File: config.mk
export PLATFORM = sky130hd
export DESIGN_NAME = key_sw_conditioner
export DESIGN_NICKNAME = d
export VERILOG_FILES = /design/src/rtl/key_sw_conditioner.sv
export SDC_FILE = /design/constraint.sdc
export NUM_CORES = 1
export LEC_CHECK = 0
export ABC_AREA = 1
export BUFFER_PORTS_ARGS = -buffer_cell sky130_fd_sc_hd__buf_2
export CORE_ASPECT_RATIO = 0.75
export CORE_MARGIN = 4
export CORE_UTILIZATION = 40
export DETAILED_ROUTE_END_ITERATION = 6
export PLACE_DENSITY = 0.55
export RECOVER_POWER = 100
export SLEW_MARGIN = 40
export SYNTH_ARGS = -nofsm -noshare
export SYNTH_HDL_FRONTEND = slang
export SYNTH_SLANG_ARGS = --single-unit
File: constraint.sdc
create_clock -name clk_50M -period 4.1 [get_ports clk_50M]
set_input_delay 0.615 -clock clk_50M [delete_from_list [all_inputs] [get_ports clk_50M]]
set_output_delay 0.615 -clock clk_50M [all_outputs]
set_load 0.01 [all_outputs]
File: src/rtl/key_sw_conditioner.sv
// Synchronises and debounces the active-low enter key and the 10-bit switch bank into clk_50M strobes.
// Optional auto-repeat of key_press while held: define KEY_AUTO_REPEAT_EN.
`timescale 1ns/1ps
module key_sw_conditioner #(
    parameter int DEB_CYCLES    = 1_000_000,
    parameter int CNT_W         = 25,
    parameter int REPEAT_DELAY  = 25_000_000,
    parameter int REPEAT_PERIOD = 5_000_000
) (
    input  logic       clk_50M,
    input  logic       rst,
    input  logic       key_bar,
    input  logic [9:0] sw_raw,
    output logic       key_level,
    output logic       key_press,
    output logic       key_release,
    output logic [9:0] sw_clean,
    output logic       sw_change
);

    localparam logic [CNT_W-1:0] DEB_LAST = CNT_W'(DEB_CYCLES - 1);

    typedef enum logic [1:0] {IDLE, DEB_DOWN, HELD, DEB_UP} key_state_t;

    key_state_t       state, state_nxt;
    logic [CNT_W-1:0] kcnt, kcnt_nxt;
    logic             press_nxt, release_nxt, rep_hit;
    logic             key_meta_p0, key_sync_p1, key_s;
    logic [9:0]       sw_meta_p0, sw_sync_p1, sw_last;
    logic [CNT_W-1:0] scnt;

    // Stage p0/p1: two-flop synchronisers; the key is inverted on entry so reset reads as released
    always_ff @(posedge clk_50M or posedge rst) begin
        if (rst) begin
            key_meta_p0 <= 1'b0;
            key_sync_p1 <= 1'b0;
            sw_meta_p0  <= '0;
            sw_sync_p1  <= '0;
        end else begin
            key_meta_p0 <= ~key_bar;
            key_sync_p1 <= key_meta_p0;
            sw_meta_p0  <= sw_raw;
            sw_sync_p1  <= sw_meta_p0;
        end
    end

    assign key_s = key_sync_p1;

    always_ff @(posedge clk_50M or posedge rst) begin
        if (rst) begin
            state       <= IDLE;
            kcnt        <= '0;
            key_press   <= 1'b0;
            key_release <= 1'b0;
        end else begin
            state       <= state_nxt;
            kcnt        <= kcnt_nxt;
            key_press   <= press_nxt;
            key_release <= release_nxt;
        end
    end

    always_comb begin
        state_nxt = state;
        kcnt_nxt  = '0;
        case (state)
            IDLE:     if (key_s) state_nxt = DEB_DOWN;
            DEB_DOWN: begin
                if (!key_s)                state_nxt = IDLE;
                else if (kcnt == DEB_LAST) state_nxt = HELD;
                else                       kcnt_nxt  = kcnt + 1'b1;
            end
            HELD:     if (!key_s) state_nxt = DEB_UP;
            DEB_UP:   begin
                if (key_s)                 state_nxt = HELD;
                else if (kcnt == DEB_LAST) state_nxt = IDLE;
                else                       kcnt_nxt  = kcnt + 1'b1;
            end
            default:  state_nxt = IDLE;
        endcase
    end

    always_comb begin
        key_level   = (state == HELD) || (state == DEB_UP);
        press_nxt   = ((state == DEB_DOWN) && key_s && (kcnt == DEB_LAST)) || rep_hit;
        release_nxt = (state == DEB_UP) && !key_s && (kcnt == DEB_LAST);
    end

`ifdef KEY_AUTO_REPEAT_EN
    localparam logic [CNT_W-1:0] REP_LAST   = CNT_W'(REPEAT_DELAY - 1);
    localparam logic [CNT_W-1:0] REP_RELOAD = CNT_W'(REPEAT_DELAY - REPEAT_PERIOD);

    logic [CNT_W-1:0] rcnt;

    // Reloading to DELAY-PERIOD after each hit spaces later strobes by REPEAT_PERIOD
    always_ff @(posedge clk_50M or posedge rst) begin
        if (rst) begin
            rcnt <= '0;
        end else if (state == IDLE) begin
            rcnt <= '0;
        end else if ((state == HELD) && key_s) begin
            if (rcnt == REP_LAST) rcnt <= REP_RELOAD;
            else                  rcnt <= rcnt + 1'b1;
        end
    end

    assign rep_hit = (state == HELD) && key_s && (rcnt == REP_LAST);
`else
    // Repeat timing has no effect in this build; the term folds to zero
    assign rep_hit = 1'b0 & (REPEAT_DELAY != REPEAT_PERIOD);
`endif

    // Shared switch window: any bit moving restarts it, so a multi-bit change yields one strobe
    always_ff @(posedge clk_50M or posedge rst) begin
        if (rst) begin
            sw_last   <= '0;
            scnt      <= '0;
            sw_clean  <= '0;
            sw_change <= 1'b0;
        end else begin
            sw_last   <= sw_sync_p1;
            sw_change <= 1'b0;
            if (sw_sync_p1 != sw_last) begin
                scnt <= '0;
            end else if (sw_sync_p1 != sw_clean) begin
                if (scnt == DEB_LAST) begin
                    sw_clean  <= sw_sync_p1;
                    sw_change <= 1'b1;
                    scnt      <= '0;
                end else begin
                    scnt <= scnt + 1'b1;
                end
            end else begin
                scnt <= '0;
            end
        end
    end

endmodule

==> run metrics, run 1 <==
outcome complete, no violations; Worst Path Required 4.32 ns; largest area contributor in the netlist dfrtp_1; via density per instance 4.82; Routed WL around 9 mm; hold depth 0; highest clock rate around 340 MHz; clock root cell clkbuf_16; Post-Synthesis Cells 539; YS warnings 0; Max Slew Vio Count 0; Netlist cell types 29; Core ar. ~0.011 mm^2; worst hold path class flop to flop; number of global-route vias before repair around 3300; H-tree depth 3; max-cap viol count 0; hold buffers post-CTS 0; Post-synth EDFFs 0; crit path cell chain inv_1 > nand2_1 > nand2_1 > nor2_1 > nand3_1 > nor2_1 > nand3_1 > nor3_1; layout cell share with drive strength beyond 1 0.0750; I/O Pins 27; die span in y ~100 um; Critical Path Source Type flop; post-synth top area share 0.533; Initial Utilization 0.413; first-pass GRT wire length around 16 mm; largest net degree at the start of global routing 77; Total Power ~2100 uW; Worst EP arrival about 3.2 ns; Layout area overhead 11.7%; Avg Cell Area, Syn 8.45 um^2; Worst Path Buf+Inv 1; cell family with most CP delay simple AND/OR/NAND/NOR gates; total vias in the final route ~3400; total track usage 0.145; worst-skew pair later-pin latency around 0.34 ns; RSZ-0062 raised after global routing false; largest cells by area after synthesis dfrtp_1, nand2_1, nor2_1, inv_1, xor2_1; post-cts gate resize count 0; Cell Area, Synth ~0.0046 mm^2; Crit-path slowest cell nand3_1; Post-Syn Nets between 500 and 600; Worst R2R Path Depth 8; critical path capture point type flop; hpwl dp about 6.4 mm; Worst Hold Endpoint key_s; Leak approximately 0.0022 uW; FF-to-FF Start sw_sync_p1[0]; clk buf depth 2; Peak VDD IR 226 uV; DR iter-0 viols ~190; crit-path max cell delay ~0.95 ns; CTS tree done; Clock Skews roughly 0.0093 ns; Post-DRT Antenna Nets 0; Filler Cell Count ~1100; total grt overflow 0; period utilisation layout 0.717; r2r endpoint scnt[13]; commonest register cell after synthesis dfrtp_1; Detailed Routing Iterations Pass 1 4; most numerous cell in the Yosys netlist nand2_1; reg-to-reg setup timing slack between 1 and 1.5 ns; antenna violations before repair 0; Least-Margin Pin Slew between 1 and 1.5 ns; Post CTS Setup Buffer Count 0; diode count 0; post-route setup TNS 0 ns; WL per Instance about 13 um; min-delay src key_meta_p0; nets approximately 580; sequential share of the synthesized area 0.533; Setup Viol. Count Final 0; Reg clk slew, reported paths 0.07 ns; synthesized flop and latch total 97; GP Congestion slightly below 0.9; number of port buffers 26; Post-synth top cells nand2_1, nor2_1, dfrtp_1; placed insts 697; post-synthesis async set-or-reset flop share 1.00; Hold Violations, Final 0; PD cells between 400 and 500 mW/mm^2; Post-route DRC 0; final std cells w/o fill between 700 and 800; Max-Slew Margin vs Limit 0.185; row count 33; CTS buffer count 9; CP max FO 25; CP Class flop to flop; post-route minimum period 2.94 ns; clock sinks 97; DIE WIDTH about 130 um; die area 0.0132 mm^2
-- worst reg2reg max path: cells and delay by family (launching register included) --
kind	cells	cell delay (ns)
flops	1	0.41
buf+inv	1	0.07
simple gates	7	2.34
-- per-layer routing --
metal,vias to the layer above,wire [um],track usage
met1,1604,4560,0.203
met5,-,0,0
met2,57,4020,0.225
met3,14,367,0.0376
li1,1760,-,-
met4,0,158,0.0444
-- cells in the final DEF (no fill, tap or decap), drive strengths merged --
master / n
nand4: 22
ha: 2
nor3b: 3
a21oi: 8
o21ai: 6
bufinv: 3
a41oi: 1
nand2: 121
inv: 64
xnor2: 9
buf: 11
and2: 1
dfrtp: 97
nand3b: 1
nor2: 107
xor2: 19
nor3: 35
clkinvlp: 1
nand3: 31
clkbuf: 27
clkinv: 2
or2: 2
-- through the flow --
step           setup slack, ns  instance area [um^2]   util  hold WS, ns
2_1_floorplan            0.951                  4550      -        0.331
3_3_place_gp              1.78                  4800  0.435        0.333
3_5_place_dp              1.72                  4800  0.436        0.338
4_1_cts                   1.70                  5150  0.467        0.353
5_1_grt                  0.790                  5080  0.461        0.357
6_report                  1.16                  5080  0.461        0.351
-- worst max path at each step --
stage	start	endpoint	slack, ns	cells past startpoint
3_3_place_gp	sw_sync_p1[0]	scnt[24]	1.78	8
5_1_grt	sw_sync_p1[0]	scnt[9]	0.79	8
4_1_cts	sw_sync_p1[0]	scnt[13]	1.70	8
2_1_floorplan	rst	async pin	0.95	1
3_5_place_dp	sw_sync_p1[0]	scnt[13]	1.72	8
6_report	sw_sync_p1[0]	scnt[13]	1.16	8
-- layout make-up --
type,count,area (um^2),share of cell area
clock inverters,5,103,0.0202
flip-flops and latches,97,2430,0.477
multi-input cells,368,1770,0.349
well taps,140,175,0.0345
clock buffers,11,243,0.0477
repair buffers,27,115,0.0226
inverters,65,249,0.0490
-- report_power, final --
part / internal [uW] / switching, uW / leakage [uW]
registers: 991 / 35.7 / 0.00128
logic: 40.0 / 95.7 / 0.000805
clock network: 612 / 343 / 0.000166
-- state kept, by name, indices dropped and copies added, names as in the netlist, named ones only --
name and count:
sw_sync_p1 10, sw_last 10, key_s 1, key_press 1, kcnt 25, key_release 1, scnt 25, state 1
sw_clean 10, key_meta_p0 1, sw_change 1, sw_meta_p0 10
-- kinds of logic (layout without fill, tap and decap cells) --
family,Yosys count,in the layout,synth area share
flip-flops,97,97,0.533
XOR/XNOR,28,28,0.0539
buffers and inverters,74,108,0.0684
adder cells (fa/ha/maj),2,2,0.00550
AND/OR/NAND/NOR,323,323,0.322
AO/OA/AOI/OAI,15,15,0.0173
Note: power is estimated with default switching activity, not from simulation.
==> inputs of run 2 (changes only) <==
clock period = 3.02 ns   (was 4.1 ns; I/O delays follow)
==> run 2 against run 1 <==
- the run now ends with capacitance limit, slew limit left
- power grew 29%
- critical path depth unchanged
- core utilization fell by 0.24 points
- sequential power grew 35%
- final cell count increased by 0.28%
- global-route usage increased by 0.21 points
- clock skew shrank 0.0012 ns
- register-to-register slack worse by 0.48 ns
==> run metrics, run 2 (synthesis results as in run 1) <==
die span in y approximately 100 um; CTS buffer count 9; Critical Path Source Type flop; most common cell after layout, fill and taps aside nand2_1; final instance area between 0.005 and 0.006 mm^2; Hold Violations, Final 0; worst hold path class input pin to flop; post-route setup TNS 0 ns; hpwl dp between 6 and 7 mm; DR iter-0 viols ~250; failing checks capacitance limit, slew limit; pre-CTS setup slack 0.886 ns; row count 33; Post CTS Setup Buffer Count 0; RSZ-0062 raised after global routing false; Hold WS ~0.22 ns; worst-skew pair later-pin latency 0.34 ns; Max Slew Vio Count 44; Routed WL approximately 8.9 mm; fraction of power spent switching nets 0.240; critical path capture point type flop; WL per Instance 12.5 um; Regs by FF count kcnt: 25 flops, scnt: 25 flops; CP max FO 12; I/O Pins 27; Least-Margin Pin Slew about 1.9 ns; outcome complete, but fails checks; H-tree depth 3; crit path cell chain ha_1 > nand3_1 > nor3_1 > nand3_1 > nand2_1 > clkbuf_1 > nand3_1 > nand2_1; Post-DRT Antenna Nets 0; number of global-route vias before repair between 3000 and 4000; most used cell, CP nand3_1; period utilisation layout 0.774; Core ar. approximately 0.011 mm^2; FF/Latch Area between 0.002 and 0.0025 mm^2; Filler Cell Count between 1000 and 1500; first-pass GRT wire length approximately 16 mm; Comb pwr share 0.070; NetSw approximately 650 uW; Detailed Routing Iterations Pass 1 5; clk buf depth 2; Setup Viol. Count Final 0; internal power 2070 uW; clock sinks 97; Reg clk slew, reported paths ~0.060 ns; PD cells 538 mW/mm^2; diode count 0; layout cell share with drive strength beyond 1 0.0765; Peak VDD IR about 310 uV; Initial Utilization 0.413; most frequent cells in the layout nand2_1, nor2_1, dfrtp_1; sequential share of power 0.511; Worst Path Required approximately 3.3 ns; Max-Slew Margin vs Limit -0.280; post-cts gate resize count 0; die area between 0.01 and 0.015 mm^2; largest net degree at the start of global routing 55; clock root cell clkbuf_16; total vias in the final route roughly 3400; crit-path max cell delay between 0.4 and 0.5 ns; Cell Area, Placed approximately 0.0048 mm^2; max-cap viol count 1; Worst EP arrival ~2.6 ns; CP Class flop to flop; CTS tree done; antenna violations before repair 0; total grt overflow 0; DIE WIDTH 131 um; post-route minimum period 2.34 ns; Clk pwr share 0.419; total track usage 0.148; number of port buffers 26; Leak ~0.0022 uW; slack of the critical path 0.682 ns; Clock Skews roughly 0.008 ns; GP Congestion ~0.86; Crit-path slowest cell clkbuf_1; nets around 600; hold buffers post-CTS 0; Post-route DRC 0; via density per instance ~4.8; highest clock rate roughly 430 MHz; area of the multi-input gates roughly 0.0018 mm^2; Layout area overhead 11.1%
==> run 2: metal layers <==
| layer | vias up | share of wire | GRT usage | routed length (um) |
|---|---|---|---|---|
| li1 | 1758 | - | - | - |
| met1 | 1585 | 0.51 | 0.213 | 4570 |
| met2 | 55 | 0.44 | 0.219 | 3970 |
| met3 | 11 | 0.034 | 0.0371 | 304 |
| met4 | 0 | 0.012 | 0.0492 | 108 |
| met5 | - | 0 | 0 | 0 |
==> run 2: layout make-up <==
cell class,count,area share
inverters,65,0.0485
flip-flops and latches,97,0.480
clock buffers,12,0.0487
well taps,140,0.0346
multi-input cells,368,0.349
clock inverters,4,0.0104
repair buffers,29,0.0285
==> run 2: power by group through the flow <==
stage	Combinational [uW]	Sequential [uW]	Clock, uW
after floorplan	158	1400	0
after global placement	203	1410	0
after detailed placement	204	1420	0
after CTS	205	1390	1180
after global routing	227	1400	1220
final	189	1390	1140
==> run 2: path summary, 6_finish.rpt <==
| path | end | slack, ns | depth (start not counted) | from |
|---|---|---|---|---|
| setup / recovery | flop | 0.68 | 8 | kcnt[0] |
| hold / removal | sw_meta_p0[9] | 0.22 | 1 | sw_raw[9] |
| setup reg to reg | flop | 0.68 | 8 | kcnt[0] |
| hold reg to reg | sw_sync_p1[0] | 0.35 | 0 | sw_meta_p0[0] |
| max in group asynchronous | sw_last[7] | 1.47 | 3 | rst |
| min in group asynchronous | sw_meta_p0[9] | 0.60 | 2 | rst |
==> run 2: through the flow <==
step / utilization / total power, uW / std cells
2_1_floorplan: - / 1560 / 539
3_3_place_gp: 0.438 / 1620 / 699
3_5_place_dp: 0.438 / 1620 / 699
4_1_cts: 0.465 / 2780 / 715
5_1_grt: 0.459 / 2850 / 715
6_report: 0.459 / 2720 / 715
==> run 2: worst max-delay path, delay by kind of cell, from the launching register on <==
| kind | cells | cell delay [ns] |
|---|---|---|
| AND/OR/NAND/NOR | 6 | 1.23 |
| buffers and inverters | 1 | 0.43 |
| flip-flops | 1 | 0.40 |
| adder cells (fa/ha/maj) | 1 | 0.21 |
